**config.mk**
```make
export PLATFORM = sky130hd
export DESIGN_NAME = mem_access_initiator
export DESIGN_NICKNAME = d
export VERILOG_FILES = /design/src/rtl/mem_access_initiator.sv
export SDC_FILE = /design/constraint.sdc
export NUM_CORES = 1
export LEC_CHECK = 0
export BUFFER_PORTS_ARGS = -buffer_cell sky130_fd_sc_hd__buf_2
export CAP_MARGIN = 5
export CORE_MARGIN = 5
export CORE_UTILIZATION = 50
export CTS_CLUSTER_SIZE = 16
export DETAILED_ROUTE_END_ITERATION = 8
export PLACE_DENSITY_LB_ADDON = 0.2
export SLEW_MARGIN = 0
export SYNTH_ARGS = -nofsm -noshare
export SYNTH_HDL_FRONTEND = slang
export SYNTH_SLANG_ARGS = --single-unit
```
**constraint.sdc**
```tcl
create_clock -name clk -period 17.3 [get_ports clk]
set_input_delay 1.73 -clock clk [delete_from_list [all_inputs] [get_ports clk]]
set_output_delay 1.73 -clock clk [all_outputs]
set_load 0.03 [all_outputs]
```
**src/rtl/mem_access_initiator.sv**
```systemverilog
// Queues read/write commands in a small FIFO and replays them as single-cycle memory strobes.
// Each read waits out the memory latency and is returned on a valid/ready response port.
module mem_access_initiator #(
  parameter int unsigned ADDR_W     = 32,
  parameter int unsigned DATA_W     = 64,
  parameter int unsigned FIFO_DEPTH = 4,
  parameter int unsigned RD_LATENCY = 1
) (
  input  logic              clk,
  input  logic              rstn,
  input  logic              cmd_valid,
  output logic              cmd_ready,
  input  logic              cmd_write,
  input  logic [ADDR_W-1:0] cmd_addr,
  input  logic [DATA_W-1:0] cmd_wdata,
  output logic              rsp_valid,
  input  logic              rsp_ready,
  output logic [DATA_W-1:0] rsp_data,
  output logic [ADDR_W-1:0] addr,
  output logic [DATA_W-1:0] data_in,
  output logic              write_enable,
  output logic              read_enable,
  input  logic [DATA_W-1:0] data_out,
  output logic              busy
);

  localparam int unsigned PtrW = $clog2(FIFO_DEPTH);
  localparam int unsigned CntW = $clog2(FIFO_DEPTH + 1);

  typedef enum logic [2:0] {StIdle, StWr, StRd, StWait, StResp} state_e;

  state_e            state_q, state_d;
  logic [2:0]        wait_cnt_q, wait_cnt_d;
  logic [PtrW-1:0]   wr_ptr_q, rd_ptr_q;
  logic [CntW-1:0]   count_q, count_d;
  logic              cmd_ready_q;
  logic              rsp_valid_q, rsp_valid_d;
  logic [DATA_W-1:0] rsp_data_q, rsp_data_d;
  logic [ADDR_W-1:0] addr_q, addr_d;
  logic [DATA_W-1:0] data_in_q, data_in_d;
  logic              we_q, we_d;
  logic              re_q, re_d;

  logic              fifo_write_q [FIFO_DEPTH];
  logic [ADDR_W-1:0] fifo_addr_q  [FIFO_DEPTH];
  logic [DATA_W-1:0] fifo_wdata_q [FIFO_DEPTH];
  logic [ADDR_W-1:0] cur_addr_q;
  logic [DATA_W-1:0] cur_wdata_q;

  logic push, pop, wait_done;

  // Pop only looks at the registered occupancy, so a push into an empty FIFO waits an edge.
  assign push      = cmd_valid && cmd_ready_q;
  assign pop       = (state_q == StIdle) && (count_q != '0);
  assign wait_done = (wait_cnt_q == 3'(RD_LATENCY));

  always_comb begin
    count_d = count_q;
    unique case ({push, pop})
      2'b10:   count_d = count_q + CntW'(1);
      2'b01:   count_d = count_q - CntW'(1);
      default: count_d = count_q;
    endcase
  end

  always_ff @(posedge clk) begin
    if (push) begin
      fifo_write_q[wr_ptr_q] <= cmd_write;
      fifo_addr_q[wr_ptr_q]  <= cmd_addr;
      fifo_wdata_q[wr_ptr_q] <= cmd_wdata;
    end
    if (pop) begin
      cur_addr_q  <= fifo_addr_q[rd_ptr_q];
      cur_wdata_q <= fifo_wdata_q[rd_ptr_q];
    end
  end

  always_ff @(posedge clk) begin
    if (!rstn) begin
      state_q     <= StIdle;
      wait_cnt_q  <= '0;
      wr_ptr_q    <= '0;
      rd_ptr_q    <= '0;
      count_q     <= '0;
      cmd_ready_q <= 1'b0;
      rsp_valid_q <= 1'b0;
      rsp_data_q  <= '0;
      addr_q      <= '0;
      data_in_q   <= '0;
      we_q        <= 1'b0;
      re_q        <= 1'b0;
    end else begin
      state_q     <= state_d;
      wait_cnt_q  <= wait_cnt_d;
      if (push) wr_ptr_q <= wr_ptr_q + 1'b1;
      if (pop)  rd_ptr_q <= rd_ptr_q + 1'b1;
      count_q     <= count_d;
      cmd_ready_q <= (count_d != CntW'(FIFO_DEPTH));
      rsp_valid_q <= rsp_valid_d;
      rsp_data_q  <= rsp_data_d;
      addr_q      <= addr_d;
      data_in_q   <= data_in_d;
      we_q        <= we_d;
      re_q        <= re_d;
    end
  end

  always_comb begin
    state_d    = state_q;
    wait_cnt_d = '0;
    unique case (state_q)
      StIdle: if (pop) state_d = fifo_write_q[rd_ptr_q] ? StWr : StRd;
      StWr:   state_d = StIdle;
      StRd:   state_d = StWait;
      StWait: begin
        wait_cnt_d = wait_cnt_q + 3'd1;
        if (wait_done) state_d = StResp;
      end
      StResp: if (rsp_ready) state_d = StIdle;
      default: state_d = StIdle;
    endcase
  end

  // Strobes trail the state by one edge; the extra WAIT cycle absorbs that lag.
  always_comb begin
    we_d        = 1'b0;
    re_d        = 1'b0;
    addr_d      = addr_q;
    data_in_d   = data_in_q;
    rsp_valid_d = rsp_valid_q;
    rsp_data_d  = rsp_data_q;
    unique case (state_q)
      StWr: begin
        we_d      = 1'b1;
        addr_d    = cur_addr_q;
        data_in_d = cur_wdata_q;
      end
      StRd: begin
        re_d   = 1'b1;
        addr_d = cur_addr_q;
      end
      StWait: begin
        if (wait_done) begin
          rsp_valid_d = 1'b1;
          rsp_data_d  = data_out;
        end
      end
      StResp: if (rsp_ready) rsp_valid_d = 1'b0;
      default: ;
    endcase
  end

  assign cmd_ready    = cmd_ready_q;
  assign rsp_valid    = rsp_valid_q;
  assign rsp_data     = rsp_data_q;
  assign addr         = addr_q;
  assign data_in      = data_in_q;
  assign write_enable = we_q;
  assign read_enable  = re_q;
  assign busy         = (count_q != '0) || (state_q != StIdle) || we_q || re_q;

endmodule

```
# == Word-level counts from Yosys, hierarchy flattened ==
# Memories as Yosys holds them, arrays and structs flattened. A register that Yosys moved wholly into a read port is not among the register bits.
# Index checks and enable logic that the tools add are counted.
# totals
ff_bits,177
ram_bits,388
memories,3
# classes
add_sub_neg,5
n_eq_ne,11
n_mux,15
n_reduce_logical,14
# mem_list
memory,words,width,read_ports,rd_ports_with_merged_regs,wr,line_no,source
fifo_wdata_q,4,64,1,1,1,46,logic [DATA_W-1:0] fifo_wdata_q [FIFO_DEPTH];
fifo_addr_q,4,32,1,1,1,45,logic [ADDR_W-1:0] fifo_addr_q [FIFO_DEPTH];
fifo_write_q,4,1,1,1,1,44,logic fifo_write_q [FIFO_DEPTH];
# ops
op,count
3-bit case mux with 4 select lines,1
3-bit two-way mux,3
"3-bit by 1-bit adder with 3-bit output, second input constant",2
"3-bit by 1-bit == test with 1-bit output, second input constant",2
"3-bit by 2-bit == test with 1-bit output, second input constant",2
1-bit two-way mux,6
2-bit two-way mux,3
"2-bit inequality test, second input constant",3
3-bit case mux with 2 select lines,1
3-bit AND reduction,2
3-bit nonzero test,2
"2-bit by 1-bit adder with 2-bit output, second input constant",2
2-bit AND reduction,2
"3-bit == test, second input constant",1
3-bit logical NOT,1
1-bit logical OR,3
"3-bit inequality test, second input constant",1
"3-bit by 1-bit subtractor with 3-bit output, second input constant",1
"2-bit by 1-bit == test with 1-bit output, second input constant",1
"2-bit == test, second input constant",1
1-bit logical AND,2
1-bit case mux with 2 select lines,1
2-bit nonzero test,1
2-bit OR reduction,1

# == Logic depth before layout (Yosys ltp) ==
# depth
word_depth,5
mapped_depth,9
ltp_nobuf,8

# == Worst setup path after synthesis ==
# OpenSTA, ideal clock, no wires.
# synth_path
path_type,reg-to-reg
from,reg state_q[0]
to,reg cmd_ready_q (netlist: cmd_ready)
arrival_ps,6681
required_time_ps,17184
path_slack_ps,10503
stages_incl_launch_ff,10
n_path_buf,1
period_less_slack_ps,6797
cell_sequence,dfxtp_1 -> buf_6 -> or3_1 -> nor2_1 -> ha_1 -> inv_1 -> fa_1 -> xor2_1 -> or3_1 -> a31o_2
# synth_between
elab_chain_len,5
# synth_lines
item,line_no,source
from (decl),32,"state_e state_q, state_d;"
from (signal assigned),80,state_q <= StIdle;
from (signal assigned),93,state_q <= state_d;
3-bit logical NOT (*),54,assign pop = (state_q == StIdle) && (count_q != '0);
1-bit logical AND (*),54,
via pop,50,"logic push, pop, wait_done;"
2-bit by 1-bit == test with 1-bit output / 2-bit == test (equally long branches),59,"unique case ({push, pop})"
3-bit case mux with 2 select lines (*),59,
3-bit inequality test (*),98,cmd_ready_q <= (count_d != CntW'(FIFO_DEPTH));
to (signal assigned),98,
to (decl),36,logic cmd_ready_q;
# Mark *: on every way through the listed nets, which the timed path passes. The rest lies on a longest branch.
# A chain may end at the register's enable or synchronous reset.

# == Worst setup path in the final report ==
# layout_path
from,reg count_q[0]
to,out busy
# layout_between
elab_chain_len,4
# layout_lines
item,line_no,source
from (decl),35,"logic [CntW-1:0] count_q, count_d;"
from (signal assigned),97,count_q <= count_d;
3-bit nonzero test,160,assign busy = (count_q != '0) || (state_q != StIdle) || we_q || re_q;
1-bit logical OR (3 in a row),160,
to (decl),24,output logic busy
# Every way passes these cells.

==> flow_results.org <==
** Power
- Areal power density over the cells :: 171.2 mW/mm^2
- Worst VDD drop :: 0.0001488 V
- Overall power consumption after layout is estimated at 4.779 mW.
- In this run the static leakage power is 9.744 nW.

** Critical path
- The endpoint identified for the worst register-to-register timing path is cmd_ready.
- Setup slack of the most critical reg-to-reg path :: 13.96 ns
- STA classifies the critical path endpoint as a primary output.
- Counting cells, the worst reg-to-reg path comes to 9.
- Along the worst path, the maximum fanout reaches 6.
- Start-to-end type of the worst setup path :: flop to primary output
- Critical path required time :: 15.57 ns
- Nature of the critical path startpoint :: flop
- RR Startpoint :: state_q[2]
- The critical path starts at count_q[0].
- At the worst endpoint, the arrival time is 2.36 ns.
- Crit path capture :: busy

** Die
- For this configuration, the core starts out at a cell density of 50.53%.
- Pin placement for this block handled 330 I/O pins.
- The region available for standard cell placement spans 0.04656 mm^2.
- Row generation in the floorplan step produced 79 rows.
- Die boundary width :: 226.9 um
- In this run the vertical extent of the chip is 226.9 um.
- The die covers 0.05148 mm^2.

** Routing
- After detailed routing, the met3 layer carries 4.153 mm of wire.
- After detailed routing, the number of remaining DRC violations is 0.
- After detailed routing, the average wire length per cell comes to 21.71 um.
- Overall via count from detail_route :: 13206
- Drt via density :: 5.505
- The final layout contains routed wiring with a total length of 52.08 mm.
- Post-route met1 wirelength :: 21.51 mm
- The highest layer touched by signal routing is met5.
- After detailed routing, the met2 layer carries 24.77 mm of wire.
- For this block, the initial DRC count from the detailed router was 884.
- For this run, the detailed router's first-pass iteration total came to 8.
- The count of nets left with antenna violations once routing finished came out at 0.

** Synth
- Biggest area contributors in the synthesized netlist :: edfxtp_1 (62%), dfxtp_1 (15%), mux4_2 (9.3%)
- The most common cell in the synthesized netlist is edfxtp_1.
- The most used flip-flop cell after synthesis is edfxtp_1.
- Number of enable flip-flop cells after synthesis :: 484
- Gate count of the mapped netlist :: 1416
- Synthesized netlist net count :: 1589
- Counting flops with an async set or reset pin after synthesis yields a share of 0%.
- The synthesized design spends more area on one cell type than any other, namely edfxtp_1.
- The mapped netlist covers 0.02352 mm^2.
- Fraction of synthesized cell area taken by the top area cell type :: 61.79%
- For this run, the number of Yosys warnings is 0.
- Sorting the synthesized cells by how often they occur yields edfxtp_1 (484), dfxtp_1 (179), a21oi_1 (165).
- After synthesis the netlist holds a flip-flop and latch count of 663.
- Netlist cell types :: 40
- Register area share after synthesis :: 77.02%
- A synthesized cell averages 16.61 um^2.

** CTS
- Buffers added to address setup during post-CTS repair amount to 0.
- Clock tree synthesis selected as its root buffer the cell clkbuf_16.
- The H-tree was split into 3 levels.
- Maximum root-to-sink buffer count :: 3
- Count of hold buffers inserted by post-cts repair :: 0
- Clk pin slew, worst setup/hold paths :: 0.05 ns
- The clock drives 663 sinks.
- In this run, post-CTS repair resized a total of 0 instances.
- Clock network latency to the later pin of the worst-skew pair :: 0.59 ns
- Buffers inserted during clock tree synthesis total 67.
- TritonCTS built the clock tree.

** Timing
- The routed design could run at a clock period as short as 4.090 ns.
- The count of pins over their slew limit is 0.
- Achievable Freq :: 244.5 MHz
- At the pin with the least slew margin, the transition time is 1.186 ns.
- Relative max-transition margin :: 20.47%
- Setup repair after global routing missed its margin :: no
- Fin Setup TNS :: 0 ns
- Setup clock skew after layout :: 0.02503 ns
- Share of the clock period used by the worst path after layout :: 23.64%
- The final count of hold timing violations came to 0.
- Setup violations remaining at the end of the flow were counted as 0.

** GRT
- Overall Global Routing Usage :: 19.94%
- The number of antenna violations at the first check in global routing was 14.
- Summed over all layers, the global routing overflow is 0.
- Wire length of the first global-routing pass :: 77.80 mm
- Pin count of the biggest net entering global routing :: 96
- Vias in the first global route :: 13019

** Final layout
- The post-route netlist has 31.23% of its cells at a drive strength greater than 1.
- Net count reported at finish :: 1905
- Area growth from synthesis to layout :: 18.70%

** Min path
- Type of the worst min-delay path :: flop to flop

** Run
- Max-cap violations in this run came to 0.

** Place
- Detailed placer's ending HPWL :: 32.39 mm
- At the end of routability-driven placement, the weighted congestion stood at 0.8491.
- During placement, the flow inserted port buffers numbering 329.

** Status
- Run status :: completed
[area by class of cell]
class,instances,area (um^2)
flip-flops and latches,663,18130
repair buffers,344,1759
well taps,607,759.5
clock inverters,31,331.6
clock buffers,93,1892
multi-input cells,646,4996
diodes,5,12.51
fillers,3539,18640
inverters,10,42.54
[metal layers]
metal  up-vias  GRT usage, %
li1       6069             -
met1      6547         26.86
met2       465         31.81
met3       109         5.282
met4        16         7.258
met5         -             0
[logic make-up (layout without fill, tap and decap cells)]
| family | after synthesis | in the layout | share of synthesized area (%) |
|---|---|---|---|
| other cells | 0 | 5 | 0 |
| xor+xnor | 6 | 6 | 0.2554 |
| simple gates | 263 | 263 | 5.032 |
| buf+inv | 107 | 478 | 2.053 |
| mux | 98 | 98 | 9.330 |
| fa+ha+maj | 8 | 8 | 0.4574 |
| flops | 663 | 663 | 77.02 |
| compound gates | 271 | 271 | 5.851 |
[where the power goes]
part | internal, mW | leakage (nW) | switching [mW]
Combinational | 0.371 | 2.76 | 0.718
Sequential | 2.11 | 5.90 | 0.142
Clock | 0.860 | 1.08 | 0.581
Total | 3.34 | 9.74 | 1.44
[worst min-delay path by stage]
| stage | from | endpoint | slack (ns) | depth (start not counted) |
|---|---|---|---|---|
| floorplan | wait_cnt_q[0] | wait_cnt_q[0] | 0.42 | 1 |
| global placement | wait_cnt_q[0] | wait_cnt_q[0] | 0.43 | 1 |
| detailed placement | wait_cnt_q[0] | wait_cnt_q[0] | 0.44 | 1 |
| CTS | data_in[44] | data_in[44] | 0.45 | 2 |
| global route | data_in[61] | data_in[61] | 0.47 | 2 |
| finish | wait_cnt_q[0] | wait_cnt_q[0] | 0.45 | 1 |
[cells in the final DEF, fill, tap and decap left out, types with 2 or more instances in the layout]
cell type / n
clkinv_2: 7
nand2_1: 132
a211oi_1: 2
or3_1: 5
bufinv_16: 6
a21oi_1: 165
inv_1: 7
and3_4: 4
nand2b_1: 2
inv_6: 6
xor2_1: 2
nor2_1: 8
buf_4: 15
clkbuf_1: 17
dfxtp_4: 2
mux4_2: 97
nand3_1: 98
edfxtp_1: 484
diode_2: 5
clkinv_1: 9
nor3_1: 2
buf_2: 329
clkbuf_8: 5
xnor2_1: 2
ha_1: 7
o21ai_0: 99
clkinvlp_2: 2
nor4_1: 3
dfxtp_2: 2
dfxtp_1: 175
clkbuf_16: 70
[critical path, cell delays in order, from the launching register on]
cell     delay, ns
dfxtp_1       0.36
nor3_1        0.61
nand2_1       0.22
or3_1         0.39
buf_2         0.20
[stage by stage]
step                utilization, %  cell area, um^2  cells  worst slack (ns)  hold slack, ns
floorplan                        -            23520   1416             10.50          0.4215
global placement             55.17            25680   2270             13.49          0.4327
detailed placement           55.17            25680   2270             13.49          0.4415
CTS                          59.95            27910   2394             13.18          0.4515
global route                 59.96            27910   2396             13.13          0.4693
finish                       59.97            27920   2399             13.21          0.4488
[registers in the layout, indices dropped and copies added, names as in the netlist, named ones only]
register	flops
data_in	64
count_q	3
write_enable	1
fifo_addr_q	128
cur_addr_q	32
wr_ptr_q	2
rd_ptr_q	2
fifo_wdata_q	256
fifo_write_q	4
rsp_valid	1
addr	32
wait_cnt_q	3
read_enable	1
cur_wdata_q	64
state_q	3
cmd_ready	1
rsp_data	64
Power figures use the tool's default switching activity.
